## src/rtl/rs_pipeline_pkg.sv

```systemverilog
// Shared limits and sizing helpers for the elastic relay pipeline and its tail buffer.
package rs_pipeline_pkg;

  localparam int RS_MAX_LEVEL = 8;

  // Free-slot reserve covering a full round trip through the forward and backward register chains.
  function automatic int rs_thresh(input int level);
    return 2 * level + 2;
  endfunction

  function automatic int rs_min_depth(input int level);
    return rs_thresh(level) + 1;
  endfunction

endpackage

```

## src/rtl/__rs_hs_fwft_buffer.sv

```systemverilog
// First-word-fall-through tail buffer with a registered write port and a registered
// low-water full_n, so that in-flight words from the relay chain always find room.
module __rs_hs_fwft_buffer
  import rs_pipeline_pkg::*;
#(
  parameter int DATA_WIDTH = 32,
  parameter int DEPTH      = 8,
  parameter int THRESH     = 6
) (
  input  logic                  clk,
  input  logic                  reset_n,
  input  logic                  push_i,
  input  logic [DATA_WIDTH-1:0] push_data_i,
  input  logic                  pop_i,
  output logic [DATA_WIDTH-1:0] dout_o,
  output logic                  empty_n_o,
  output logic                  full_n_o
);

  localparam int PW = (DEPTH > 1) ? $clog2(DEPTH) : 1;
  localparam int CW = $clog2(DEPTH + 1);
  localparam logic [PW-1:0] LAST_PTR  = PW'(DEPTH - 1);
  localparam logic [CW-1:0] FULL_CNT  = CW'(DEPTH);
  localparam logic [CW-1:0] LOW_WATER = CW'(DEPTH - THRESH);

  logic                  wr_vld_q;
  logic [DATA_WIDTH-1:0] wr_data_q;
  logic [DATA_WIDTH-1:0] mem_q [DEPTH];
  logic [PW-1:0]         wr_ptr_q, wr_ptr_d;
  logic [PW-1:0]         rd_ptr_q, rd_ptr_d;
  logic [CW-1:0]         count_q, count_d;
  logic                  full_n_q;
  logic                  do_push;
  logic                  do_pop;

  assign do_push = wr_vld_q;
  assign do_pop  = pop_i & (count_q != '0);

  // Pointers wrap explicitly so non-power-of-two depths are legal.
  always_comb begin
    wr_ptr_d = wr_ptr_q;
    rd_ptr_d = rd_ptr_q;
    count_d  = count_q;
    if (do_push) wr_ptr_d = (wr_ptr_q == LAST_PTR) ? '0 : wr_ptr_q + 1'b1;
    if (do_pop)  rd_ptr_d = (rd_ptr_q == LAST_PTR) ? '0 : rd_ptr_q + 1'b1;
    if (do_push && !do_pop)      count_d = count_q + 1'b1;
    else if (!do_push && do_pop) count_d = count_q - 1'b1;
  end

  always_ff @(posedge clk or negedge reset_n) begin
    if (!reset_n) begin
      wr_vld_q  <= 1'b0;
      wr_data_q <= '0;
      wr_ptr_q  <= '0;
      rd_ptr_q  <= '0;
      count_q   <= '0;
      full_n_q  <= 1'b0;
    end else begin
      wr_vld_q  <= push_i;
      wr_data_q <= push_data_i;
      wr_ptr_q  <= wr_ptr_d;
      rd_ptr_q  <= rd_ptr_d;
      count_q   <= count_d;
      full_n_q  <= (count_d <= LOW_WATER);
    end
  end

  always_ff @(posedge clk or negedge reset_n) begin
    if (!reset_n) begin
      for (int i = 0; i < DEPTH; i++) mem_q[i] <= '0;
    end else if (do_push) begin
      mem_q[wr_ptr_q] <= wr_data_q;
    end
  end

  assign dout_o    = mem_q[rd_ptr_q];
  assign empty_n_o = (count_q != '0);
  assign full_n_o  = full_n_q;

  // The reserve must make an overflowing push impossible.
  a_no_overflow: assert property (@(posedge clk) disable iff (!reset_n)
    !(do_push && !do_pop && (count_q == FULL_CNT)));

endmodule

```

## src/rtl/__rs_hs_pipeline_relay.sv

```systemverilog
// Elastic relay: LEVEL forward stages (valid+data) and LEVEL backward stages (full_n) around a FWFT tail buffer.
// Handshake: a word transfers in when if_write & if_full_n at a rising edge; it pops out when if_read & if_empty_n.
module __rs_hs_pipeline_relay
  import rs_pipeline_pkg::*;
#(
  parameter int DATA_WIDTH = 32,
  parameter int LEVEL      = 2,
  parameter int DEPTH      = 8
) (
  input  logic                  clk,
  input  logic                  reset_n,
  input  logic                  if_write,
  input  logic [DATA_WIDTH-1:0] if_din,
  output logic                  if_full_n,
  input  logic                  if_read,
  output logic [DATA_WIDTH-1:0] if_dout,
  output logic                  if_empty_n
);

  localparam int THRESH = rs_thresh(LEVEL);

  if ((LEVEL < 1) || (LEVEL > RS_MAX_LEVEL)) begin : g_bad_level
    $error("__rs_hs_pipeline_relay: LEVEL must be within 1..8");
  end
  if (DEPTH < rs_min_depth(LEVEL)) begin : g_bad_depth
    $error("__rs_hs_pipeline_relay: DEPTH must be at least 2*LEVEL+3");
  end

  logic                  fwd_vld_q  [LEVEL];
  logic [DATA_WIDTH-1:0] fwd_data_q [LEVEL];
  logic                  bwd_full_n_q [LEVEL];
  logic                  full_n_int;

  // Neither chain ever stalls; the buffer reserve absorbs whatever is still travelling.
  for (genvar k = 0; k < LEVEL; k++) begin : g_stage
    if (k == 0) begin : g_head
      always_ff @(posedge clk or negedge reset_n) begin
        if (!reset_n) begin
          fwd_vld_q[0]    <= 1'b0;
          fwd_data_q[0]   <= '0;
          bwd_full_n_q[0] <= 1'b0;
        end else begin
          fwd_vld_q[0]    <= if_write & if_full_n;
          fwd_data_q[0]   <= if_din;
          bwd_full_n_q[0] <= full_n_int;
        end
      end
    end else begin : g_link
      always_ff @(posedge clk or negedge reset_n) begin
        if (!reset_n) begin
          fwd_vld_q[k]    <= 1'b0;
          fwd_data_q[k]   <= '0;
          bwd_full_n_q[k] <= 1'b0;
        end else begin
          fwd_vld_q[k]    <= fwd_vld_q[k-1];
          fwd_data_q[k]   <= fwd_data_q[k-1];
          bwd_full_n_q[k] <= bwd_full_n_q[k-1];
        end
      end
    end
  end

  assign if_full_n = bwd_full_n_q[LEVEL-1];

  __rs_hs_fwft_buffer #(
    .DATA_WIDTH (DATA_WIDTH),
    .DEPTH      (DEPTH),
    .THRESH     (THRESH)
  ) u_buf (
    .clk         (clk),
    .reset_n     (reset_n),
    .push_i      (fwd_vld_q[LEVEL-1]),
    .push_data_i (fwd_data_q[LEVEL-1]),
    .pop_i       (if_read),
    .dout_o      (if_dout),
    .empty_n_o   (if_empty_n),
    .full_n_o    (full_n_int)
  );

endmodule
```

## config.mk

```make
export PLATFORM = sky130hd
export DESIGN_NAME = __rs_hs_pipeline_relay
export DESIGN_NICKNAME = d
export VERILOG_FILES = /design/src/rtl/rs_pipeline_pkg.sv /design/src/rtl/__rs_hs_fwft_buffer.sv /design/src/rtl/__rs_hs_pipeline_relay.sv
export SDC_FILE = /design/constraint.sdc
export NUM_CORES = 1
export LEC_CHECK = 0
export ABC_CLOCK_PERIOD_IN_PS = 5910
export CORE_UTILIZATION = 36
export CTS_CLUSTER_DIAMETER = 200
export DETAILED_ROUTE_END_ITERATION = 10
export PLACE_DENSITY = 0.57
export SYNTH_ARGS = -nofsm -noshare
export SYNTH_HDL_FRONTEND = slang
export SYNTH_SLANG_ARGS = --single-unit
```

## constraint.sdc

```tcl
create_clock -name clk -period 5.91 [get_ports clk]
set_input_delay 0.591 -clock clk [delete_from_list [all_inputs] [get_ports clk]]
set_output_delay 0.591 -clock clk [all_outputs]
set_load 0.05 [all_outputs]
```

Yosys cells after proc, flatten, opt, wreduce, memory -nomap -nowiden
Index checks and enable logic that the tools add are counted.

Output and inout port bits: 34. Flip-flop bits (word level): 368. Logic and storage cells: 50.

Reduce and logical (&&, ||, !) cells: 6. Bitwise gates (word level): 4. $lt $le $gt $ge: 4. Equality and inequality tests: 2. Multiplexer cells: 10. Add/subtract/negate cells: 4.

Operator list (count): bitwise mux 256 bit (1); binary-select mux 32 bit (select 3 bit) (1); demux 32 bit (select 3 bit) (1); 2-to-1 mux 32 bit (3); greater-or-equal comparator 4 bit (second input constant) (2); 2-to-1 mux 4 bit (2); inverter 3 -> 4 bit (2); adder 3 x 1 -> 3 bit (second input constant) (2); equality test 3 bit (second input constant) (2); 2-to-1 mux 3 bit (2); adder 4 x 1 -> 4 bit (second input constant) (1); <= comparator 4 x 2 -> 1 bit (second input constant) (1); < comparator 4 x 1 -> 1 bit (second input constant) (1); nonzero test 4 bit (1); subtractor 4 x 1 -> 4 bit (second input constant) (1); logical AND 1 bit (3); bitwise AND 1 bit (2); zero test 1 bit (2).

Longest topological paths before layout
Gate-level depths: netlist (run 1).

Depth in word-level cells: 6. Gate-level depth with buffers: 7. Gate-level depth less buffers: 6.

By module
From an unflattened synthesis (run 1), not the netlist that was laid out.

Cell total of the unflattened synthesis: 833. Area, all modules: 14611.5 um^2.

By module, submodules not included: __rs_hs_fwft_buffer (area an instance 12903.6 um^2, instances 1, sequential area each 7507.2 um^2, cells an instance 764); __rs_hs_pipeline_relay (area an instance 1707.9 um^2, instances 1, sequential area each 1701.6 um^2, cells an instance 69).

Worst setup path after synthesis (run 1)
Ideal clock, no wire load.

Kind: reg-to-output. Start point: reg u_buf.rd_ptr_q[0]. End point: out if_dout[0]. Path slack: 3487 ps. Cell stages (with the launch flop): 5. Arrival time: 1832 ps. Data required time: 5319 ps. Cells stage by stage: dfrtp_1 -> buf_2 -> buf_2 -> mux4_2 -> mux2_2.

Cells in the longest elaborated chain, start to end: 4.

Ends and longest elaborated chain: start: declaration (RTL line __rs_hs_fwft_buffer.sv:30) `logic [PW-1:0] rd_ptr_q, rd_ptr_d;`; start signal: assignment (RTL line __rs_hs_fwft_buffer.sv:62) `rd_ptr_q <= rd_ptr_d;`; inverter 3 -> 4 bit (not written as such) (RTL line __rs_hs_fwft_buffer.sv:76) `assign dout_o = mem_q[rd_ptr_q];`; binary-select mux 32 bit (select 3 bit) (RTL line __rs_hs_fwft_buffer.sv:76); 2-to-1 mux 32 bit (not written as such) (2 in series) (RTL line __rs_hs_fwft_buffer.sv:76); end: declaration (RTL line __rs_hs_pipeline_relay.sv:16) `output logic [DATA_WIDTH-1:0] if_dout,`.

No other way between the ends. The select of a mux whose other input is x is not followed.

Final worst setup path (run 1)
Start point: reg u_buf.rd_ptr_q[0]. End point: out if_dout[25].

The elaborated chain is that of the path after synthesis.

==> metrics.log, run 1 <==
INFO  metric tritoncts = yes
INFO  metric internal_power = 0.00666 W
INFO  metric synth_edf_count = 0
INFO  metric htree_levels = 2
INFO  metric grt_max_degree = 141
INFO  metric post_cts_hold_buffer_count = 0
INFO  metric area_delta_synth_final = 18.5%
INFO  metric critical_path.endpoint = if_dout[25]
INFO  metric timing.final.crit_share = 70.8%
INFO  metric most-common-layout-cells = sky130_fd_sc_hd__dfrtp_1, sky130_fd_sc_hd__mux2_2, sky130_fd_sc_hd__clkdlybuf4s50_1
INFO  metric critical_path_depth = 4
INFO  metric timing.hold.worst.class = in2async
INFO  metric dp_worst_setup_slack = 2.21 ns
INFO  metric worstSetupEndpointType = output pin
INFO  metric yosys_register_bits = 368
INFO  metric ordered_list_of_cells_on_the_worst_path = buf_4 -> mux4_2 -> mux2_2 -> clkdlybuf4s50_1
INFO  metric switching_share_of_power = 32.2%
INFO  metric setup_viol_count_final = 0
INFO  metric synth.yosys.seq_area_share = 63.2%
INFO  metric chipWidth = 203 microns
INFO  metric drt-pass1-iter-count = 4
INFO  metric layer_with_the_highest_usage = met2
INFO  metric power_per_cell_area = 570 nW/um^2
INFO  metric cp.buffers_inverters = 2
INFO  metric grt_pass1_vias = 7774
INFO  metric die-area = 41300 sq um
INFO  metric detail_route.wirelength = 28800 microns
INFO  metric net_count_after_synthesis = 867
INFO  metric final_max_slew_viol_count = 0
INFO  metric timing_worst_slew_pin_value = 1.06 ns
INFO  metric timing_hold_violations_final = 0
INFO  metric launching_point_of_the_worst_reg2reg_path = u_buf.do_push
INFO  metric post_dp_cell_area = 15800 sq um
INFO  metric path_depth_of_the_worst_reg2reg_path = 4
INFO  metric power.net_switching = 0.00317 W
INFO  metric synthDominantAreaCellType = sky130_fd_sc_hd__dfrtp_1
INFO  metric route.detailed.vias_per_inst = 4.98
INFO  metric overflow = 0
INFO  metric pin_count = 70
INFO  metric num_vias = 7273
INFO  metric run_status = finished, final reports clean
INFO  metric postLayoutCellArea = 17300 sq um
INFO  metric antenna_cells = 0
INFO  metric clock-root-buffer = sky130_fd_sc_hd__clkbuf_16
INFO  metric placement.io_buffers = 69
INFO  metric layout.core_utilization = 43.3%
INFO  metric critPathTopFamily = buffers and inverters
INFO  metric leading_post_synthesis_cells_by_cell_area = sky130_fd_sc_hd__dfrtp_1, sky130_fd_sc_hd__mux2_2, sky130_fd_sc_hd__mux4_2, sky130_fd_sc_hd__buf_2, sky130_fd_sc_hd__ha_1
INFO  metric finalSetupTns = 0 ns
INFO  metric iter_0_drt_violations = 275
INFO  metric synth_area = 14600 sq um
INFO  metric startpoint_type = register
INFO  metric timing_worst_setup_path_type = reg2out
INFO  metric r2r-end = u_buf.mem_q[102]
INFO  metric num-nets-final = 944
INFO  metric synth_async_sr_flop_share = 100%
INFO  metric clk_path_buf_depth = 3
INFO  metric worst_setup_hold_path_clk_slew = 0.06 ns
INFO  metric grt_setup_unrepaired = false
INFO  metric grtUsageMet1 = 20.7%
INFO  metric rows = 73
INFO  metric netlist.area_leader.share = 63.2%
INFO  metric grt_first_pass_wirelength = 46500 microns
INFO  metric wire_length_per_cell = 19.8 microns
INFO  metric max_stage_delay = 1.06 ns
INFO  metric track_usage = 14.8%
INFO  metric yosysWarningCount = 0
INFO  metric cts.repair.resized = 0
INFO  metric use_met3 = 3.39%
INFO  metric maxClockFrequency = 239 MHz
INFO  metric netlist-cell-type-count = 38
INFO  metric setup.worst_path.start = u_buf.rd_ptr_q[0]
INFO  metric hold_ws = 0.0246 ns
INFO  metric cts_made_buffers = 42
INFO  metric syn_avg_cell_area = 17.7 sq um
INFO  metric fp.coreArea = 39800 sq um
INFO  metric mostFrequentLayoutCell = sky130_fd_sc_hd__dfrtp_1
INFO  metric clock_skew = 0.0163 ns
INFO  metric setup.reg_to_reg.worst_slack = 3.28 ns
INFO  metric antenna_left = 0
INFO  metric drive_above_1_share = 48.0%
INFO  metric max-vdd-ir-drop = 0.353 mV
INFO  metric insertion_delay = 0.56 ns
INFO  metric fin_ws = 1.72 ns
INFO  metric power_frac_clock = 26.6%
INFO  metric netlist_instances = 825
INFO  metric required = 5.32 ns
INFO  metric path_max_fanout = 46
INFO  metric gp_congestion = 0.672
INFO  metric cellLeakagePower = 7.69 nW
INFO  metric synth_ff_type = sky130_fd_sc_hd__dfrtp_1
INFO  metric final.min_clock_period = 4.19 ns
INFO  metric critical_path_arrival = 3.59 ns
INFO  metric clkSinkCount = 368
INFO  metric power.combinational.fraction = 33.5%
INFO  metric hpwl = 14800 microns
INFO  metric slowest_stage = sky130_fd_sc_hd__dfrtp_4
INFO  metric start_util = 36.6%
INFO  metric slew-limit-headroom = 29.6%
INFO  metric grt_use_met2 = 22.8%
INFO  metric maxCapViolCount = 0
INFO  metric detail_route.drc_violations = 0
INFO  metric postCtsSetupRepairBufs = 0
INFO  metric die_y = 203 microns
INFO  metric antenna_found_initial = 0
INFO  metric share_seq_of_total_power = 39.9%
==> synth_stat cells, types with 2 or more instances <==
cell type,n
sky130_fd_sc_hd__nand4b_1,3
sky130_fd_sc_hd__mux2_2,291
sky130_fd_sc_hd__nor2_1,2
sky130_fd_sc_hd__clkbuf_1,19
sky130_fd_sc_hd__nor3_1,3
sky130_fd_sc_hd__inv_1,4
sky130_fd_sc_hd__mux4_2,64
sky130_fd_sc_hd__buf_2,28
sky130_fd_sc_hd__dfrtp_1,368
sky130_fd_sc_hd__nand2b_1,2
sky130_fd_sc_hd__nand4_1,2
sky130_fd_sc_hd__nand2_1,7
sky130_fd_sc_hd__nor3b_2,2
sky130_fd_sc_hd__ha_1,6
==> worst register-to-register path, cell delays in order, from the launching register on <==
cell                       delay (ns)
sky130_fd_sc_hd__dfrtp_1         0.73
sky130_fd_sc_hd__nand2b_1        0.34
sky130_fd_sc_hd__nor3b_4         0.44
sky130_fd_sc_hd__buf_4           0.59
sky130_fd_sc_hd__mux2_2          0.43
==> power groups by stage <==
stage | combinational [W] | sequential, W | clock [W]
6_report | 0.00329 | 0.00393 | 0.00261
5_1_grt | 0.00350 | 0.00407 | 0.00281
4_1_cts | 0.00335 | 0.00394 | 0.00271
3_5_place_dp | 0.00334 | 0.00398 | 0
3_3_place_gp | 0.00330 | 0.00397 | 0
2_1_floorplan | 0.00272 | 0.00361 | 0
==> per-stage QoR <==
stage / total power [W] / cells
final: 0.00983 / 1459
after global routing: 0.0104 / 1459
after CTS: 0.0100 / 1459
after detailed placement: 0.00731 / 1383
after global placement: 0.00726 / 1383
after floorplan: 0.00633 / 825
==> worst min-delay path by stage <==
stage,cells past startpoint,endpoint
after floorplan,0,bwd_full_n_q[1]
after global placement,0,u_buf.wr_data_q[19]
after detailed placement,0,fwd_data_q[13]
after CTS,1,fwd_vld_q[1]
after global routing,1,fwd_vld_q[1]
final,1,fwd_vld_q[1]
==> metal layers <==
metal	routed length, microns	vias to the layer above
met4	580	0
met1	13900	3924
met5	0	-
li1	-	3210
met2	13300	91
met3	1040	48
==> logic make-up (layout without fill, tap and decap cells) <==
group,Yosys count,after routing,share of synthesized area [%]
flops,368,368,63.2
mux,356,356,32.5
buf+inv,53,162,1.66
simple gates,30,30,1.40
compound gates,10,10,0.610
fa+ha+maj,6,6,0.515
xor+xnor,2,2,0.120
==> layout make-up <==
type | count | area (sq um)
fillers | 3599 | 22600
flip-flops and latches | 368 | 9220
multi-input cells | 404 | 5140
clock buffers | 67 | 1300
repair buffers | 82 | 818
well taps | 525 | 657
clock inverters | 9 | 118
inverters | 4 | 15.0
==> registers in the layout, indices dropped and copies added, names as in the netlist <==
name             cells
u_buf.rd_ptr_q       3
if_full_n            1
u_buf.count_q        4
u_buf.mem_q        256
u_buf.full_n_o       1
u_buf.do_push        1
u_buf.wr_data_q     32
u_buf.wr_ptr_q       3
fwd_data_q          64
fwd_vld_q            2
bwd_full_n_q         1
(Power assumes the default switching activity.)
==> run 2: changes to the inputs <==
--- a/config.mk
+++ b/config.mk
@@ -5,7 +5,7 @@
 export SDC_FILE = /design/constraint.sdc
 export NUM_CORES = 1
 export LEC_CHECK = 0
-export ABC_CLOCK_PERIOD_IN_PS = 5910
+export ABC_CLOCK_PERIOD_IN_PS = 4000
 export CORE_UTILIZATION = 36
 export CTS_CLUSTER_DIAMETER = 200
 export DETAILED_ROUTE_END_ITERATION = 10
==> constraint.sdc (replaced) <==
create_clock -name clk -period 4 [get_ports clk]
set_input_delay 0.4 -clock clk [delete_from_list [all_inputs] [get_ports clk]]
set_output_delay 0.4 -clock clk [all_outputs]
set_load 0.05 [all_outputs]
==> metrics.log, run 2 (synthesis results as in run 1) <==
INFO  metric grt_max_degree = 101 (was 141)
INFO  metric most-common-layout-cells = sky130_fd_sc_hd__dfrtp_1, sky130_fd_sc_hd__mux2_2, sky130_fd_sc_hd__clkdlybuf4s50_1 (unchanged)
INFO  metric timing_worst_slew_pin_value = 0.941 ns (was 1.06 ns)
INFO  metric holdCritStartpoint = if_din[25]
INFO  metric timing.hold.worst.class = in2reg (was in2async)
INFO  metric insertion_delay = 0.55 ns (was 0.56 ns)
INFO  metric worst_hold_path.endpoint = fwd_data_q[57]
INFO  metric grt_first_pass_wirelength = 47800 microns (was 46500 microns)
INFO  metric max_stage_delay = 0.76 ns (was 1.06 ns)
INFO  metric tritoncts = yes (unchanged)
INFO  metric worst_setup_hold_path_clk_slew = 0.06 ns (about the same)
INFO  metric whs_path_depth = 1
INFO  metric area_delta_synth_final = 18.9% (was 18.5%)
INFO  metric startpoint_type = register (unchanged)
INFO  metric drt-pass1-iter-count = 4 (unchanged)
INFO  metric largest_registers = u_buf.mem_q x256, fwd_data_q x64, u_buf.wr_data_q x32 (unchanged)
INFO  metric maxCapViolCount = 0 (unchanged)
INFO  metric r2r-end = u_buf.mem_q[67] (was u_buf.mem_q[102])
INFO  metric cellLeakagePower = 7.72 nW (was 7.69 nW)
INFO  metric slew-limit-headroom = 37.0% (was 29.6%)
INFO  metric htree_levels = 2 (unchanged)
INFO  metric cts_made_buffers = 42 (unchanged)
INFO  metric pin_count = 70 (unchanged)
INFO  metric dp_worst_setup_slack = 0.888 ns (was 2.21 ns)
INFO  metric clock_skew = 0.0128 ns (was 0.0163 ns)
INFO  metric launching_point_of_the_worst_reg2reg_path = u_buf.wr_ptr_q[0] (was u_buf.do_push)
INFO  metric placement.io_buffers = 69 (unchanged)
INFO  metric path_max_fanout = 24 (was 46)
INFO  metric route.detailed.vias_per_inst = 5.03 (was 4.98)
INFO  metric chipWidth = 203 microns (unchanged)
INFO  metric largest-register = u_buf.mem_q (unchanged)
INFO  metric number_of_flip_flops_under_the_largest_register_name = 256 (unchanged)
INFO  metric fp.coreArea = 39800 sq um (unchanged)
INFO  metric mostFrequentLayoutCell = sky130_fd_sc_hd__dfrtp_1 (unchanged)
INFO  metric rows = 73 (unchanged)
INFO  metric grt_setup_unrepaired = false (unchanged)
INFO  metric setup_viol_count_final = 0 (unchanged)
INFO  metric clk_path_buf_depth = 3 (unchanged)
INFO  metric die_y = 203 microns (unchanged)
INFO  metric final.min_clock_period = 3.63 ns
INFO  metric grt_pass1_vias = 7971 (was 7774)
INFO  metric timing.final.crit_share = 90.6%
INFO  metric maxClockFrequency = 276 MHz
INFO  metric track_usage = 15.2% (was 14.8%)
INFO  metric setup.reg_to_reg.worst_slack = 1.55 ns (was 3.28 ns)
INFO  metric cp.buffers_inverters = 2 (unchanged)
INFO  metric iter_0_drt_violations = 324 (was 275)
INFO  metric detail_route.wirelength = 29700 microns (was 28800 microns)
INFO  metric critPathTopFamily = buffers and inverters (unchanged)
INFO  metric setup.worst_path.start = u_buf.rd_ptr_q[0] (unchanged)
INFO  metric finalSetupTns = 0 ns (unchanged)
INFO  metric wire_length_per_cell = 20.2 microns (was 19.8 microns)
INFO  metric num-nets-final = 961 (was 944)
INFO  metric fin_ws = 0.374 ns (was 1.72 ns)
INFO  metric cts.repair.resized = 0 (unchanged)
INFO  metric ordered_list_of_cells_on_the_worst_path = buf_4 -> mux4_2 -> mux2_2 -> clkdlybuf4s50_1 (unchanged)
INFO  metric start_util = 36.6% (unchanged)
INFO  metric timing_hold_violations_final = 0 (unchanged)
INFO  metric antenna_cells = 0 (unchanged)
INFO  metric slowest_stage = sky130_fd_sc_hd__dfrtp_4 (unchanged)
INFO  metric gp_congestion = 0.679 (was 0.672)
INFO  metric worstSetupEndpointType = output pin (unchanged)
INFO  metric run_status = finished, final reports clean (unchanged)
INFO  metric hold_ws = 0.289 ns (was 0.0246 ns)
INFO  metric antenna_found_initial = 0 (unchanged)
INFO  metric hpwl = 16900 microns (was 14800 microns)
INFO  metric antenna_left = 0 (unchanged)
INFO  metric timing_worst_setup_path_type = reg2out (unchanged)
INFO  metric detail_route.drc_violations = 0 (unchanged)
INFO  metric power_per_cell_area = 835 nW/um^2 (was 570 nW/um^2)
INFO  metric max-vdd-ir-drop = 0.592 mV (was 0.353 mV)
INFO  metric path_depth_of_the_worst_reg2reg_path = 3 (was 4)
INFO  metric final_max_slew_viol_count = 0 (unchanged)
INFO  metric clkSinkCount = 368 (unchanged)
INFO  metric drive_above_1_share = 48.5% (was 48.0%)
INFO  metric die-area = 41300 sq um (unchanged)
INFO  metric critical_path_arrival = 3.23 ns (was 3.59 ns)
INFO  metric overflow = 0 (unchanged)
INFO  metric required = 3.60 ns (was 5.32 ns)
INFO  metric clock-root-buffer = sky130_fd_sc_hd__clkbuf_16 (unchanged)
INFO  metric num_vias = 7387 (was 7273)
## run 2: layout make-up
class / count / area [sq um]
fill: 3595 / 22500
sequential: 368 / 9220
multi-input combinational: 404 / 5140
tap: 525 / 657
timing repair buffer: 99 / 961
clock inverter: 9 / 120
clock buffer: 61 / 1200
inverter: 4 / 15.0
## run 2: worst max path at each step
stage,depth (start not counted),slack [ns],to
3_3_place_gp,4,0.87,if_dout[27]
4_1_cts,4,0.27,if_dout[27]
3_5_place_dp,4,0.89,if_dout[27]
5_1_grt,4,0.19,if_dout[21]
2_1_floorplan,4,1.77,if_dout[0]
6_report,4,0.37,if_dout[27]
## run 2: timing repair
action                                 in CTS  in global routing
buffers inserted                            0                  0
endpoints found under the hold margin      95                  0
hold buffers                                1                  0
## run 2: through the flow
step	total power [W]	cell area (sq um)	utilization (%)	std cells
6_report	0.0144	17300	43.5	1470
4_1_cts	0.0147	17300	43.5	1470
3_3_place_gp	0.0108	16000	40.1	1399
3_5_place_dp	0.0109	16000	40.1	1399
5_1_grt	0.0152	17300	43.5	1470
2_1_floorplan	0.00935	14600	-	825
## run 2: power by group
group          switching [W]  internal (W)
Sequential          0.000842       0.00489
Clock                0.00147       0.00221
Combinational        0.00239       0.00265
## run 2: per-layer routing
metal	global-route usage, %	routed length [microns]	vias up
li1	-	-	3239
met1	21.1	13900	3990
met2	24.2	14100	107
met3	2.84	997	51
met4	5.08	671	0
met5	0	0	-
